`src/rtl/gpio_link_m1_pkg.sv`:
```
// -----------------------------------------------------------------------------
// Types_m1 : shared types and field positions for the M1T GPIO link endpoint.
//   link_cmd_t   : command codes carried in gpo[11:8]
//   link_state_t : FSM states of gpio_link_m1
//   GPO_* / GPI_*: bit positions of the gpo command and gpi response fields
//   pack_gpi()   : assembles a response word from its fields
// -----------------------------------------------------------------------------
package Types_m1;

  typedef enum logic [3:0] {
    PUTC   = 4'h1,
    GETC   = 4'h2,
    HALT   = 4'h3,
    STATUS = 4'h4
  } link_cmd_t;

  typedef enum logic [1:0] {
    IDLE = 2'd0,
    EXEC = 2'd1,
    RESP = 2'd2
  } link_state_t;

  localparam int GPO_STROBE_BIT = 15;
  localparam int GPO_CMD_HI     = 11;
  localparam int GPO_CMD_LO     = 8;
  localparam int GPO_DATA_HI    = 7;

  localparam int GPI_ACK_BIT    = 15;
  localparam int GPI_ERR_BIT    = 10;
  localparam int GPI_VALID_BIT  = 9;
  localparam int GPI_DATA_HI    = 7;

  // Response word: ack, err, valid and data in place; every other bit is zero.
  function automatic logic [15:0] pack_gpi(input logic       ack,
                                           input logic       err,
                                           input logic       valid,
                                           input logic [7:0] data);
    logic [15:0] w;
    w                     = 16'h0000;
    w[GPI_ACK_BIT]        = ack;
    w[GPI_ERR_BIT]        = err;
    w[GPI_VALID_BIT]      = valid;
    w[GPI_DATA_HI:0]      = data;
    return w;
  endfunction

endpackage

```
`src/rtl/gpio_link_m1_if.sv`:
```
// -----------------------------------------------------------------------------
// gpio_link_m1_if : bundle of the CPU command/response words and the host
// byte streams of the GPIO link endpoint.
//   gpo/gpi                      : command word in, response word out
//   rx_valid/rx_data/rx_ready    : host-to-CPU byte stream (into RX FIFO)
//   tx_valid/tx_data/tx_ready    : CPU-to-host byte stream (single slot)
//   halt/exit_code/timeout       : end-of-test status
// Modports: master = bench/core side, slave = the link endpoint.
// -----------------------------------------------------------------------------
interface gpio_link_m1_if;

  logic [15:0] gpo;
  logic [15:0] gpi;
  logic        rx_valid;
  logic [7:0]  rx_data;
  logic        rx_ready;
  logic        tx_valid;
  logic [7:0]  tx_data;
  logic        tx_ready;
  logic        halt;
  logic [7:0]  exit_code;
  logic        timeout;

  modport master (
    output gpo,
    input  gpi,
    output rx_valid,
    output rx_data,
    input  rx_ready,
    input  tx_valid,
    input  tx_data,
    output tx_ready,
    input  halt,
    input  exit_code,
    input  timeout
  );

  modport slave (
    input  gpo,
    output gpi,
    input  rx_valid,
    input  rx_data,
    output rx_ready,
    output tx_valid,
    output tx_data,
    input  tx_ready,
    output halt,
    output exit_code,
    output timeout
  );

endinterface

```
`src/rtl/gpio_link_m1_fifo.sv`:
```
// -----------------------------------------------------------------------------
// link_fifo_m1 : synchronous FIFO, first-word fall-through read.
//   clk, sync_rst : clock, synchronous active-high reset (empties the FIFO)
//   push, wdata   : write request and data (ignored when full)
//   pop, rdata    : read request (ignored when empty); rdata shows the head
//   full, empty   : occupancy flags
//   count         : number of stored entries, $clog2(DEPTH)+1 bits
// DEPTH must be a power of two so the pointers wrap naturally.
// -----------------------------------------------------------------------------
module link_fifo_m1 #(
  parameter int DEPTH = 16,
  parameter int WIDTH = 8
) (
  input  logic                   clk,
  input  logic                   sync_rst,
  input  logic                   push,
  input  logic [WIDTH-1:0]       wdata,
  input  logic                   pop,
  output logic [WIDTH-1:0]       rdata,
  output logic                   full,
  output logic                   empty,
  output logic [$clog2(DEPTH):0] count
);

  localparam int AW = $clog2(DEPTH);
  localparam int CW = AW + 1;

  logic [WIDTH-1:0] mem_q [DEPTH];
  logic [AW-1:0]    wr_ptr_q, wr_ptr_d;
  logic [AW-1:0]    rd_ptr_q, rd_ptr_d;
  logic [CW-1:0]    count_q, count_d;
  logic             push_ok_s;
  logic             pop_ok_s;

  assign full      = (count_q == CW'(DEPTH));
  assign empty     = (count_q == CW'(0));
  assign count     = count_q;
  assign rdata     = mem_q[rd_ptr_q];
  assign push_ok_s = push && !full;
  assign pop_ok_s  = pop && !empty;

  // Next pointers and occupancy; push and pop together leave count unchanged.
  always_comb begin
    wr_ptr_d = wr_ptr_q;
    rd_ptr_d = rd_ptr_q;
    count_d  = count_q;
    if (push_ok_s) begin
      wr_ptr_d = wr_ptr_q + AW'(1);
    end else begin
      wr_ptr_d = wr_ptr_q;
    end
    if (pop_ok_s) begin
      rd_ptr_d = rd_ptr_q + AW'(1);
    end else begin
      rd_ptr_d = rd_ptr_q;
    end
    case ({push_ok_s, pop_ok_s})
      2'b10:   count_d = count_q + CW'(1);
      2'b01:   count_d = count_q - CW'(1);
      default: count_d = count_q;
    endcase
  end

  // Pointer and count registers.
  always_ff @(posedge clk) begin
    if (sync_rst) begin
      wr_ptr_q <= AW'(0);
      rd_ptr_q <= AW'(0);
      count_q  <= CW'(0);
    end else begin
      wr_ptr_q <= wr_ptr_d;
      rd_ptr_q <= rd_ptr_d;
      count_q  <= count_d;
    end
  end

  // Storage array; contents need no reset because count gates every read.
  always_ff @(posedge clk) begin
    if (push_ok_s) begin
      mem_q[wr_ptr_q] <= wdata;
    end
  end

endmodule

```
`src/rtl/gpio_link_m1.sv`:
```
// -----------------------------------------------------------------------------
// gpio_link_m1 : bench-side endpoint of the M1T GPIO port. Decodes command
// words written on gpo (strobe toggle in [15], cmd in [11:8], data in [7:0]),
// executes them against the host byte streams and answers on gpi
// (ack toggle [15], err [10], valid [9], data [7:0]).
//   clk      : core clock
//   sync_rst : synchronous active-high reset
//   link     : gpio_link_m1_if.slave (gpo/gpi, rx/tx streams, halt,
//              exit_code, timeout)
// Commands: PUTC loads the TX slot (stalls while it is occupied), GETC pops
// the RX FIFO, HALT latches the first exit code, STATUS reports flags.
// Optional feature macro GPIO_LINK_TIMEOUT_EN: idle watchdog that halts the
// test with exit code 0xFF after TIMEOUT_CYCLES idle cycles.
// -----------------------------------------------------------------------------
module gpio_link_m1
  import Types_m1::*;
#(
  parameter int FIFO_DEPTH     = 16,
  parameter int TIMEOUT_CYCLES = 100000
) (
  input  logic           clk,
  input  logic           sync_rst,
  gpio_link_m1_if.slave  link
);

  localparam int CW = $clog2(FIFO_DEPTH) + 1;

  link_state_t   state_q, state_d;
  logic          seen_tgl_q, seen_tgl_d;
  logic [3:0]    cmd_q, cmd_d;
  logic [7:0]    data_q, data_d;
  logic          resp_err_q, resp_err_d;
  logic          resp_valid_q, resp_valid_d;
  logic [7:0]    resp_data_q, resp_data_d;
  logic [15:0]   gpi_q, gpi_d;
  logic          tx_valid_q, tx_valid_d;
  logic [7:0]    tx_data_q, tx_data_d;
  logic          halt_q, halt_d;
  logic [7:0]    exit_code_q, exit_code_d;

  logic          strobe_s;
  logic          fifo_push_s;
  logic          fifo_pop_s;
  logic          fifo_full_s;
  logic          fifo_empty_s;
  logic [7:0]    fifo_rdata_s;
  logic [CW-1:0] fifo_count_s;
  logic          fifo_nonempty_s;
  logic          timeout_s;
  logic          to_fire_s;
  logic          unused_gpo_s;

  // A command is pending whenever the strobe differs from the last one taken.
  assign strobe_s        = (link.gpo[GPO_STROBE_BIT] != seen_tgl_q);
  assign fifo_push_s     = link.rx_valid && !fifo_full_s;
  assign fifo_nonempty_s = (fifo_count_s != CW'(0));
  assign unused_gpo_s    = ^link.gpo[14:12];

  link_fifo_m1 #(
    .DEPTH (FIFO_DEPTH),
    .WIDTH (8)
  ) u_rx_fifo (
    .clk      (clk),
    .sync_rst (sync_rst),
    .push     (fifo_push_s),
    .wdata    (link.rx_data),
    .pop      (fifo_pop_s),
    .rdata    (fifo_rdata_s),
    .full     (fifo_full_s),
    .empty    (fifo_empty_s),
    .count    (fifo_count_s)
  );

`ifdef GPIO_LINK_TIMEOUT_EN
  localparam int TW = $clog2(TIMEOUT_CYCLES + 1);
  localparam logic [TW-1:0] TO_LIMIT = TW'(TIMEOUT_CYCLES);

  logic [TW-1:0] idle_cnt_q, idle_cnt_d;
  logic          timeout_q, timeout_d;

  // Watchdog: count idle cycles in IDLE until halted, restart on any command.
  always_comb begin
    idle_cnt_d = idle_cnt_q;
    timeout_d  = timeout_q;
    to_fire_s  = 1'b0;
    if ((state_q == IDLE) && strobe_s) begin
      idle_cnt_d = TW'(0);
    end else if ((state_q == IDLE) && !halt_q) begin
      idle_cnt_d = idle_cnt_q + TW'(1);
      if (idle_cnt_d == TO_LIMIT) begin
        timeout_d = 1'b1;
        to_fire_s = 1'b1;
      end else begin
        timeout_d = timeout_q;
        to_fire_s = 1'b0;
      end
    end else begin
      idle_cnt_d = idle_cnt_q;
    end
  end

  // Watchdog registers.
  always_ff @(posedge clk) begin
    if (sync_rst) begin
      idle_cnt_q <= TW'(0);
      timeout_q  <= 1'b0;
    end else begin
      idle_cnt_q <= idle_cnt_d;
      timeout_q  <= timeout_d;
    end
  end

  assign timeout_s = timeout_q;
`else
  logic unused_cfg_s;
  assign unused_cfg_s = (TIMEOUT_CYCLES < 32'sd1);
  assign to_fire_s    = 1'b0;
  assign timeout_s    = 1'b0;
`endif

  // Command FSM: accept in IDLE, execute in EXEC, publish response in RESP.
  always_comb begin
    state_d      = state_q;
    seen_tgl_d   = seen_tgl_q;
    cmd_d        = cmd_q;
    data_d       = data_q;
    resp_err_d   = resp_err_q;
    resp_valid_d = resp_valid_q;
    resp_data_d  = resp_data_q;
    gpi_d        = gpi_q;
    tx_data_d    = tx_data_q;
    halt_d       = halt_q;
    exit_code_d  = exit_code_q;
    fifo_pop_s   = 1'b0;

    // The host drains the TX slot independently of the FSM.
    if (tx_valid_q && link.tx_ready) begin
      tx_valid_d = 1'b0;
    end else begin
      tx_valid_d = tx_valid_q;
    end

    case (state_q)
      IDLE: begin
        if (strobe_s) begin
          seen_tgl_d = link.gpo[GPO_STROBE_BIT];
          cmd_d      = link.gpo[GPO_CMD_HI:GPO_CMD_LO];
          data_d     = link.gpo[GPO_DATA_HI:0];
          state_d    = EXEC;
        end else begin
          state_d    = IDLE;
        end
      end

      EXEC: begin
        resp_err_d   = 1'b0;
        resp_valid_d = 1'b0;
        resp_data_d  = 8'h00;
        case (cmd_q)
          PUTC: begin
            // tx_valid_q is tested, not tx_valid_d, so a load never
            // coincides with the host handshake of the previous byte.
            if (!tx_valid_q) begin
              tx_valid_d   = 1'b1;
              tx_data_d    = data_q;
              resp_valid_d = 1'b1;
              state_d      = RESP;
            end else begin
              state_d      = EXEC;
            end
          end
          GETC: begin
            if (!fifo_empty_s) begin
              fifo_pop_s   = 1'b1;
              resp_valid_d = 1'b1;
              resp_data_d  = fifo_rdata_s;
            end else begin
              resp_valid_d = 1'b0;
              resp_data_d  = 8'h00;
            end
            state_d = RESP;
          end
          HALT: begin
            if (!halt_q) begin
              halt_d      = 1'b1;
              exit_code_d = data_q;
            end else begin
              halt_d      = halt_q;
              exit_code_d = exit_code_q;
            end
            resp_valid_d = 1'b1;
            state_d      = RESP;
          end
          STATUS: begin
            resp_valid_d = 1'b1;
            resp_data_d  = {5'b00000, timeout_s, tx_valid_q, fifo_nonempty_s};
            state_d      = RESP;
          end
          default: begin
            resp_err_d = 1'b1;
            state_d    = RESP;
          end
        endcase
      end

      RESP: begin
        gpi_d   = pack_gpi(seen_tgl_q, resp_err_q, resp_valid_q, resp_data_q);
        state_d = IDLE;
      end

      default: begin
        state_d = IDLE;
      end
    endcase

    // Watchdog only fires in IDLE with halt clear, so it never races HALT.
    if (to_fire_s) begin
      halt_d      = 1'b1;
      exit_code_d = 8'hFF;
    end else begin
      halt_d      = halt_d;
      exit_code_d = exit_code_d;
    end
  end

  // FSM and output registers.
  always_ff @(posedge clk) begin
    if (sync_rst) begin
      state_q      <= IDLE;
      seen_tgl_q   <= 1'b0;
      cmd_q        <= 4'h0;
      data_q       <= 8'h00;
      resp_err_q   <= 1'b0;
      resp_valid_q <= 1'b0;
      resp_data_q  <= 8'h00;
      gpi_q        <= 16'h0000;
      tx_valid_q   <= 1'b0;
      tx_data_q    <= 8'h00;
      halt_q       <= 1'b0;
      exit_code_q  <= 8'h00;
    end else begin
      state_q      <= state_d;
      seen_tgl_q   <= seen_tgl_d;
      cmd_q        <= cmd_d;
      data_q       <= data_d;
      resp_err_q   <= resp_err_d;
      resp_valid_q <= resp_valid_d;
      resp_data_q  <= resp_data_d;
      gpi_q        <= gpi_d;
      tx_valid_q   <= tx_valid_d;
      tx_data_q    <= tx_data_d;
      halt_q       <= halt_d;
      exit_code_q  <= exit_code_d;
    end
  end

  assign link.gpi       = gpi_q;
  assign link.rx_ready  = !fifo_full_s;
  assign link.tx_valid  = tx_valid_q;
  assign link.tx_data   = tx_data_q;
  assign link.halt      = halt_q;
  assign link.exit_code = exit_code_q;
  assign link.timeout   = timeout_s;

endmodule

```
`src/flat_wrapper.sv`:
```
// flat-port wrapper written by rule: the top's interface ports become plain ports
module gpio_link_m1_flat import Types_m1::*;
#(
  parameter int FIFO_DEPTH     = 16,
  parameter int TIMEOUT_CYCLES = 100000
)
  (clk, sync_rst, link_gpo, link_gpi, link_rx_valid, link_rx_data, link_rx_ready, link_tx_valid, link_tx_data, link_tx_ready, link_halt, link_exit_code, link_timeout);
  gpio_link_m1_if link_i ();
  input  logic clk;
  input  logic sync_rst;
  input wire logic [$bits(link_i.gpo)-1:0] link_gpo;
  output wire logic [$bits(link_i.gpi)-1:0] link_gpi;
  input wire logic [$bits(link_i.rx_valid)-1:0] link_rx_valid;
  input wire logic [$bits(link_i.rx_data)-1:0] link_rx_data;
  output wire logic [$bits(link_i.rx_ready)-1:0] link_rx_ready;
  output wire logic [$bits(link_i.tx_valid)-1:0] link_tx_valid;
  output wire logic [$bits(link_i.tx_data)-1:0] link_tx_data;
  input wire logic [$bits(link_i.tx_ready)-1:0] link_tx_ready;
  output wire logic [$bits(link_i.halt)-1:0] link_halt;
  output wire logic [$bits(link_i.exit_code)-1:0] link_exit_code;
  output wire logic [$bits(link_i.timeout)-1:0] link_timeout;
  assign link_i.gpo = link_gpo;
  assign link_gpi = link_i.gpi;
  assign link_i.rx_valid = link_rx_valid;
  assign link_i.rx_data = link_rx_data;
  assign link_rx_ready = link_i.rx_ready;
  assign link_tx_valid = link_i.tx_valid;
  assign link_tx_data = link_i.tx_data;
  assign link_i.tx_ready = link_tx_ready;
  assign link_halt = link_i.halt;
  assign link_exit_code = link_i.exit_code;
  assign link_timeout = link_i.timeout;
  gpio_link_m1 #(.FIFO_DEPTH(FIFO_DEPTH), .TIMEOUT_CYCLES(TIMEOUT_CYCLES)) u_core (.clk(clk), .sync_rst(sync_rst), .link(link_i));
endmodule
```
`config.mk`:
```
export PLATFORM = sky130hd
export DESIGN_NAME = gpio_link_m1_flat
export DESIGN_NICKNAME = d
export VERILOG_FILES = /design/src/rtl/gpio_link_m1_pkg.sv /design/src/rtl/gpio_link_m1_if.sv /design/src/rtl/gpio_link_m1_fifo.sv /design/src/rtl/gpio_link_m1.sv /design/src/flat_wrapper.sv
export SDC_FILE = /design/constraint.sdc
export NUM_CORES = 1
export LEC_CHECK = 0
export CORE_ASPECT_RATIO = 0.8
export CORE_MARGIN = 5
export CORE_UTILIZATION = 50
export CTS_BUF_LIST = sky130_fd_sc_hd__clkbuf_4 sky130_fd_sc_hd__clkbuf_8
export DETAILED_ROUTE_END_ITERATION = 6
export GPL_TIMING_DRIVEN = 0
export PLACE_DENSITY = 0.72
export SLEW_MARGIN = 5
export SYNTH_ARGS = -nofsm -noshare
export SYNTH_HDL_FRONTEND = slang
export SYNTH_HIERARCHICAL = 1
export SYNTH_SLANG_ARGS = --single-unit
```
`constraint.sdc`:
```
create_clock -name clk -period 3.4 [get_ports clk]
set_input_delay 0.68 -clock clk [delete_from_list [all_inputs] [get_ports clk]]
set_output_delay 0.68 -clock clk [all_outputs]
set_load 0.03 [all_outputs]
```
==> impl_metrics.yaml, run 1 <==
clock_tree:
  cts_buffers: 17
  cts_tree: "done"
  clock-sinks: 199
  clock_latency_ns: 0.48
  cts-root-buf: "clkbuf_8"
  htreeDepth: 4
  clock_path_buffers: 2
  holdBufCountCts: 0
  cts.clk_slew.worst_paths_ns: 0.10
layout:
  diodes: 0
  syn2layout_area_growth_pct: 17.5
  drive_above_1_share_pct: 18.3
  final_util_pct: 59.8
  final_nets: 678
drt:
  via_count: 4746
  wl_um: 16300
  antenna_left: 0
  drt-initial-drc-count: 437
  drc: 0
  drtPass1Iterations: 5
  viasPerCell: 5.46
  wl_per_cell_um: 18.7
worst_setup_path:
  worst-path-max-fanout: 8
  r2r_slack_ns: 0.07
  cp_slowest_cell: "or4_4"
  crit_chain: "or4_4 > buf_8 > nor2_4 > nor2_1 > and3_4 > and2_4 > o21ai_4 > inv_2 > ha_4 > buf_8 > xor2_2 > ha_2 > buf_4 > o21a_1 > or4_4 > a21oi_2"
  cp.buffers_inverters: 4
  critPathTopFamily: "simple AND/OR/NAND/NOR gates"
  critPathMaxStageDelay_ns: 0.56
  end_kind: "register"
  crit_type: "register to register"
  critPathArrivalTime_ns: 3.74
  crit_required_ns: 3.82
  cp-start-kind: "register"
place:
  gp_congestion: 0.814
  place_ws_ns: -0.185
  io_buffers: 54
  hpwl_um: 11100
job:
  max_cap_viol_count: 0
sta:
  relSlewSlack_pct: 19.4
  slew_violations: 0
  finalSetupViolCount: 0
  min_period_over_period_pct: 97.8
  tightest_slew_ns: 1.20
  fmax_mhz: 301
  fin_crit_ns: 3.33
  finalClockSkew_ns: 0.0170
  hold_viol_final: 0
  layout_setup_ws_ns: 0.0745
synth:
  postSynthCellCount: 559
  netlist_top_cells_area: "edfxtp_1 48%, dfxtp_1 18%, mux4_2 9.0%, mux2i_1 3.9%, nor2_1 3.3%"
  synth_cell_type_count: 56
  synth_top_area_share_pct: 48.0
  ys_seq_area_share_pct: 65.8
  yosysTopAreaCell: "edfxtp_1"
  synth_seq_cells: 199
  yosys_warnings: 6
  avgSynthCellArea_um2: 14.3
  syn_area_mm2: 0.00801
  synth.most_common_cell: "edfxtp_1"
  synth_edf_count: 128
  async_reset_ff_share_pct: 0
  synth-main-ff-cell: "edfxtp_1"
  synth_common_cells: "128 x edfxtp_1, 71 x dfxtp_1, 70 x nor2_1, 44 x nand2_1, 32 x mux4_2"
grt:
  grt_antenna_before_repair: 0
  grt.overflow.total: 0
  grt_pass1_vias: 4882
  track_usage_pct: 18.5
  grt_pass1_wl_um: 25500
  grt_max_degree: 19
floorplanning:
  die_w_um: 151
  die_y_um: 123
  io_pins: 64
  initial_core_util_pct: 50.8
  die_area_mm2: 0.0187
  rows: 41
  core_area_mm2: 0.0157
power:
  leakagePower_nw: 3.24
  ir_worst_vdd_mv: 0.382
  powerDensity_mw_per_mm2: 494
hold_path:
  hold_path.class: "register to register"
outcome:
  status: "complete, no violations"
## report_power, final
part / internal (mW) / switching [mW] / leakage, nW
Clock: 0.818 / 0.850 / 0.219
Combinational: 0.141 / 0.194 / 1.28
Sequential: 2.61 / 0.0341 / 1.73
## tightest hold or removal path, stage by stage (launching register included)
cell     delay (ns)
dfxtp_1        0.32
nand2_1        0.05
a21oi_1        0.05
## path summary, 6_finish.rpt
kind,cells after the start,endpoint,start
max,16,u_core/u_rx_fifo/count[2],u_core/u_rx_fifo/count[0]
min,2,u_core/link.gpi[4],u_core/link.gpi[4]
max reg2reg,16,u_core/u_rx_fifo/count[2],u_core/u_rx_fifo/count[0]
min reg2reg,2,u_core/link.gpi[4],u_core/link.gpi[4]
## state kept, by name, summed over array words and instances, names as in the netlist, 5 cells and up, named ones only
register / count
u_core/resp_data_q: 8
u_core/link.tx_data: 8
u_core/u_rx_fifo/mem_q: 128
u_core/link.gpi: 11
u_core/u_rx_fifo/count: 5
u_core/data_q: 8
u_core/link.exit_code: 8
## stage by stage
stage | total power [mW] | hold WS (ns) | setup TNS [ns] | instances | instance area, um2
finish | 4.65 | 0.462 | 0 | 870 | 9410
global route | 4.83 | 0.488 | -0.00469 | 870 | 9410
CTS | 4.68 | 0.463 | 0 | 871 | 9370
detailed placement | 3.02 | 0.451 | -0.243 | 833 | 8880
global placement | 3.01 | 0.446 | -0.143 | 833 | 8880
floorplan | 2.91 | 0.432 | 0 | 564 | 8070
## placed cells by master, fill, tap and decap left out, types with 6 or more instances in the layout
master	n
xor2_1	7
buf_4	17
inv_1	6
ha_1	6
conb_1	6
clkbuf_1	18
a22oi_1	18
dfxtp_1	70
clkdlybuf4s50_1	54
edfxtp_1	128
mux4_2	32
nand2_1	44
nand3_1	7
nor2_1	68
a21oi_1	22
mux2i_1	31
clkbuf_8	17
nand2b_1	7
## area by class of cell
type	count	area, um2
Fill cell	1249	6340
Tap cell	215	269
Multi-Input combinational cell	314	2560
Sequential cell	199	5270
Clock buffer	17	234
Timing Repair Buffer	62	601
Buffer	39	231
Inverter	9	33.8
Clock inverter	15	210
## layer usage
layer	GRT usage, %	wire, um
met4	5.22	167
met1	25.5	7370
met3	4.32	893
met5	0	0
met2	29.7	7870
## cell families after synthesis
group / share of synthesized area [%]
flip-flops: 65.8
buffers and inverters: 3.39
AND/OR/NAND/NOR: 9.61
AO/OA/AOI/OAI: 5.84
XOR/XNOR: 1.09
adder cells (fa/ha/maj): 1.25
multiplexers: 13.0
other: 0.0468
## timing repair
| action | in CTS | in global routing |
|---|---|---|
| pin swaps | 4 | 5 |
| resized for setup | 5 | 10 |
| endpoints found under the setup margin | 2 | 2 |
| setup buffers | 7 | 1 |
Note: power is estimated with default switching activity, not from simulation.
==> inputs of run 2 (changes only) <==
REMOVE_ABC_BUFFERS = 1   (was default)
TNS_END_PERCENT = 20   (was default)
==> run 2 against run 1 <==
Against the previous run: utilization decreased by 1.5 points; via count decreased by 3.5%; combinational power decreased by 16%; highest routed layer unchanged.
==> impl_metrics.yaml, run 2 (synthesized netlist as in run 1, its figures left out) <==
power:
  powerDensity_mw_per_mm2: 506
  pwr-share-seq_pct: 57.3
  p_int_mw: 3.65
  p_clk_share_pct: 36.6
  leakagePower_nw: 3.10
  switchingPower_mw: 0.992
  switching_share_pct: 21.4
  combPwrFrac_pct: 6.1
  ir_worst_vdd_mv: 0.328
floorplanning:
  io_pins: 64
  die_area_mm2: 0.0187
  die_y_um: 123
  core_area_mm2: 0.0157
  rows: 41
  die_w_um: 151
  initial_core_util_pct: 50.8
worst_setup_path:
  crit_required_ns: 3.74
  crit_type: "register to register"
  end_kind: "register"
  regToRegStartpoint: "u_core/u_rx_fifo/count[0]"
  worstSetupEndpoint: "u_core/u_rx_fifo/count[4]"
  r2r_slack_ns: 0.19
  crit_chain: "or4_4 > buf_4 > nor2_1 > nor2b_1 > o21a_4 > inv_1 > ha_4 > xor2_2 > ha_2 > inv_1 > a21o_1 > a221oi_2 > mux2_2"
  worst-path-max-fanout: 9
  critPathMaxStageDelay_ns: 0.54
  critPathLaunch: "u_core/u_rx_fifo/count[0]"
  cp-start-kind: "register"
  worstReg2RegEnd: "u_core/u_rx_fifo/count[4]"
  reg2regPathDepth: 13
  crit_path_frequent_cell: "inv_1"
  critPathArrivalTime_ns: 3.55
  cp_slowest_cell: "or4_4"
clock_tree:
  htreeDepth: 4
  clock_latency_ns: 0.45
  clock_path_buffers: 2
  cts_buffers: 17
  cts-root-buf: "clkbuf_8"
  clock-sinks: 199
  cts_tree: "done"
  cts.clk_slew.worst_paths_ns: 0.10
layout:
  top_register: "u_core/u_rx_fifo/mem_q"
  final_cell_mix: "128 x edfxtp_1, 69 x nor2_1, 67 x dfxtp_1"
  syn2layout_area_growth_pct: 14.5
  largest_reg_flops: 128
  drive_above_1_share_pct: 15.5
  design_area_mm2: 0.00917
  diodes: 0
  final_nets: 634
  final_common_cell: "edfxtp_1"
outcome:
  status: "complete, no violations"
sta:
  fin_crit_ns: 3.21
  tightest_slew_ns: 1.36
  relSlewSlack_pct: 8.82
  layout_setup_ws_ns: 0.194
  tns_ns: 0
  min_period_over_period_pct: 94.3
  rsz0062_at_grt: "no"
  finalSetupViolCount: 0
  slew_violations: 0
  fmax_mhz: 312
  whs_ns: 0.465
  finalClockSkew_ns: 0.0157
  hold_viol_final: 0
place:
  io_buffers: 54
  hpwl_um: 10600
  placed_area_mm2: 0.00864
  place_ws_ns: -0.357
  gp_congestion: 0.807
drt:
  drc: 0
  drt-initial-drc-count: 401
  wl_um: 15800
  drtPass1Iterations: 5
  via_count: 4581
  wl_per_cell_um: 19.1
  viasPerCell: 5.55
  antenna_left: 0
grt:
  grt_pass1_wl_um: 24500
  grt.overflow.total: 0
  grt_max_degree: 39
  grt_antenna_before_repair: 0
  grt_pass1_vias: 4495
  grt_util_met1_pct: 25.6
  grt_busiest_layer: "met2"
  grtUsageMet2_pct: 27.0
  grt_util_met3_pct: 2.97
  track_usage_pct: 17.5
job:
  max_cap_viol_count: 0
hold_path:
  hold_path.class: "register to register"
run 2: cell types whose count changed in the layout (fill, tap and decap cells not counted), sizes merged:
cell | previous run | this run
bufinv | 4 | 5
clkinv | 2 | 4
clkdlybuf4s50 | 54 | 53
clkinvlp | 2 | 0
clkbuf | 35 | 21
buf | 29 | 4
inv | 16 | 11
run 2: area by class of cell:
cell class | instances | area [um2]
clock buffer | 21 | 264
clock inverter | 11 | 201
fill | 1215 | 6580
inverter | 9 | 33.8
multi-input combinational | 314 | 2550
sequential | 199 | 5270
tap | 215 | 269
timing repair buffer | 57 | 583
run 2: worst min-delay path by stage:
stage	from	to	slack, ns	cells past startpoint
2_1_floorplan	u_core/resp_valid_q	u_core/link.gpi[9]	0.43	2
3_3_place_gp	u_core/resp_data_q[7]	u_core/resp_data_q[7]	0.44	2
3_5_place_dp	u_core/link.gpi[0]	u_core/link.gpi[0]	0.45	2
4_1_cts	u_core/resp_data_q[4]	u_core/resp_data_q[4]	0.47	2
5_1_grt	u_core/link.gpi[15]	u_core/link.gpi[15]	0.50	2
6_report	u_core/link.gpi[2]	u_core/link.gpi[2]	0.46	2
run 2: repair_timing:
item,4_1_cts,5_1_grt
pin swaps,1,0
setup endpoints to repair,3,2
gates resized for setup,5,9
hold buffers,0,0
hold endpoints to repair,0,0
buffers inserted,1,0
run 2: metrics by stage:
step | instances | power, mW | utilization [%]
after floorplan | 522 | 2.86 | -
after global placement | 791 | 2.97 | 54.6
after detailed placement | 793 | 2.99 | 54.8
after CTS | 826 | 4.67 | 57.9
after global routing | 826 | 4.82 | 58.2
final | 826 | 4.64 | 58.2
run 2: power groups by stage:
| stage | Combinational [mW] | Clock [mW] | Sequential, mW |
|---|---|---|---|
| after floorplan | 0.158 | 0 | 2.70 |
| after global placement | 0.260 | 0 | 2.71 |
| after detailed placement | 0.273 | 0 | 2.71 |
| after CTS | 0.279 | 1.73 | 2.66 |
| after global routing | 0.307 | 1.85 | 2.67 |
| final | 0.282 | 1.70 | 2.66 |
run 2: worst max-delay path: cells and delay by family, from the launching register on:
kind | cells | cell delay (ns)
flip-flops | 1 | 0.36
multiplexers | 1 | 0.35
AO/OA/AOI/OAI | 3 | 0.59
AND/OR/NAND/NOR | 3 | 0.84
buffers and inverters | 3 | 0.36
XOR/XNOR | 1 | 0.16
adder cells (fa/ha/maj) | 2 | 0.42
run 2: layer usage:
| metal | vias to the layer above | wire length [um] |
|---|---|---|
| met5 | - | 0 |
| met4 | 0 | 176 |
| met3 | 13 | 977 |
| met2 | 129 | 7580 |
| met1 | 2308 | 7030 |
| li1 | 2131 | - |
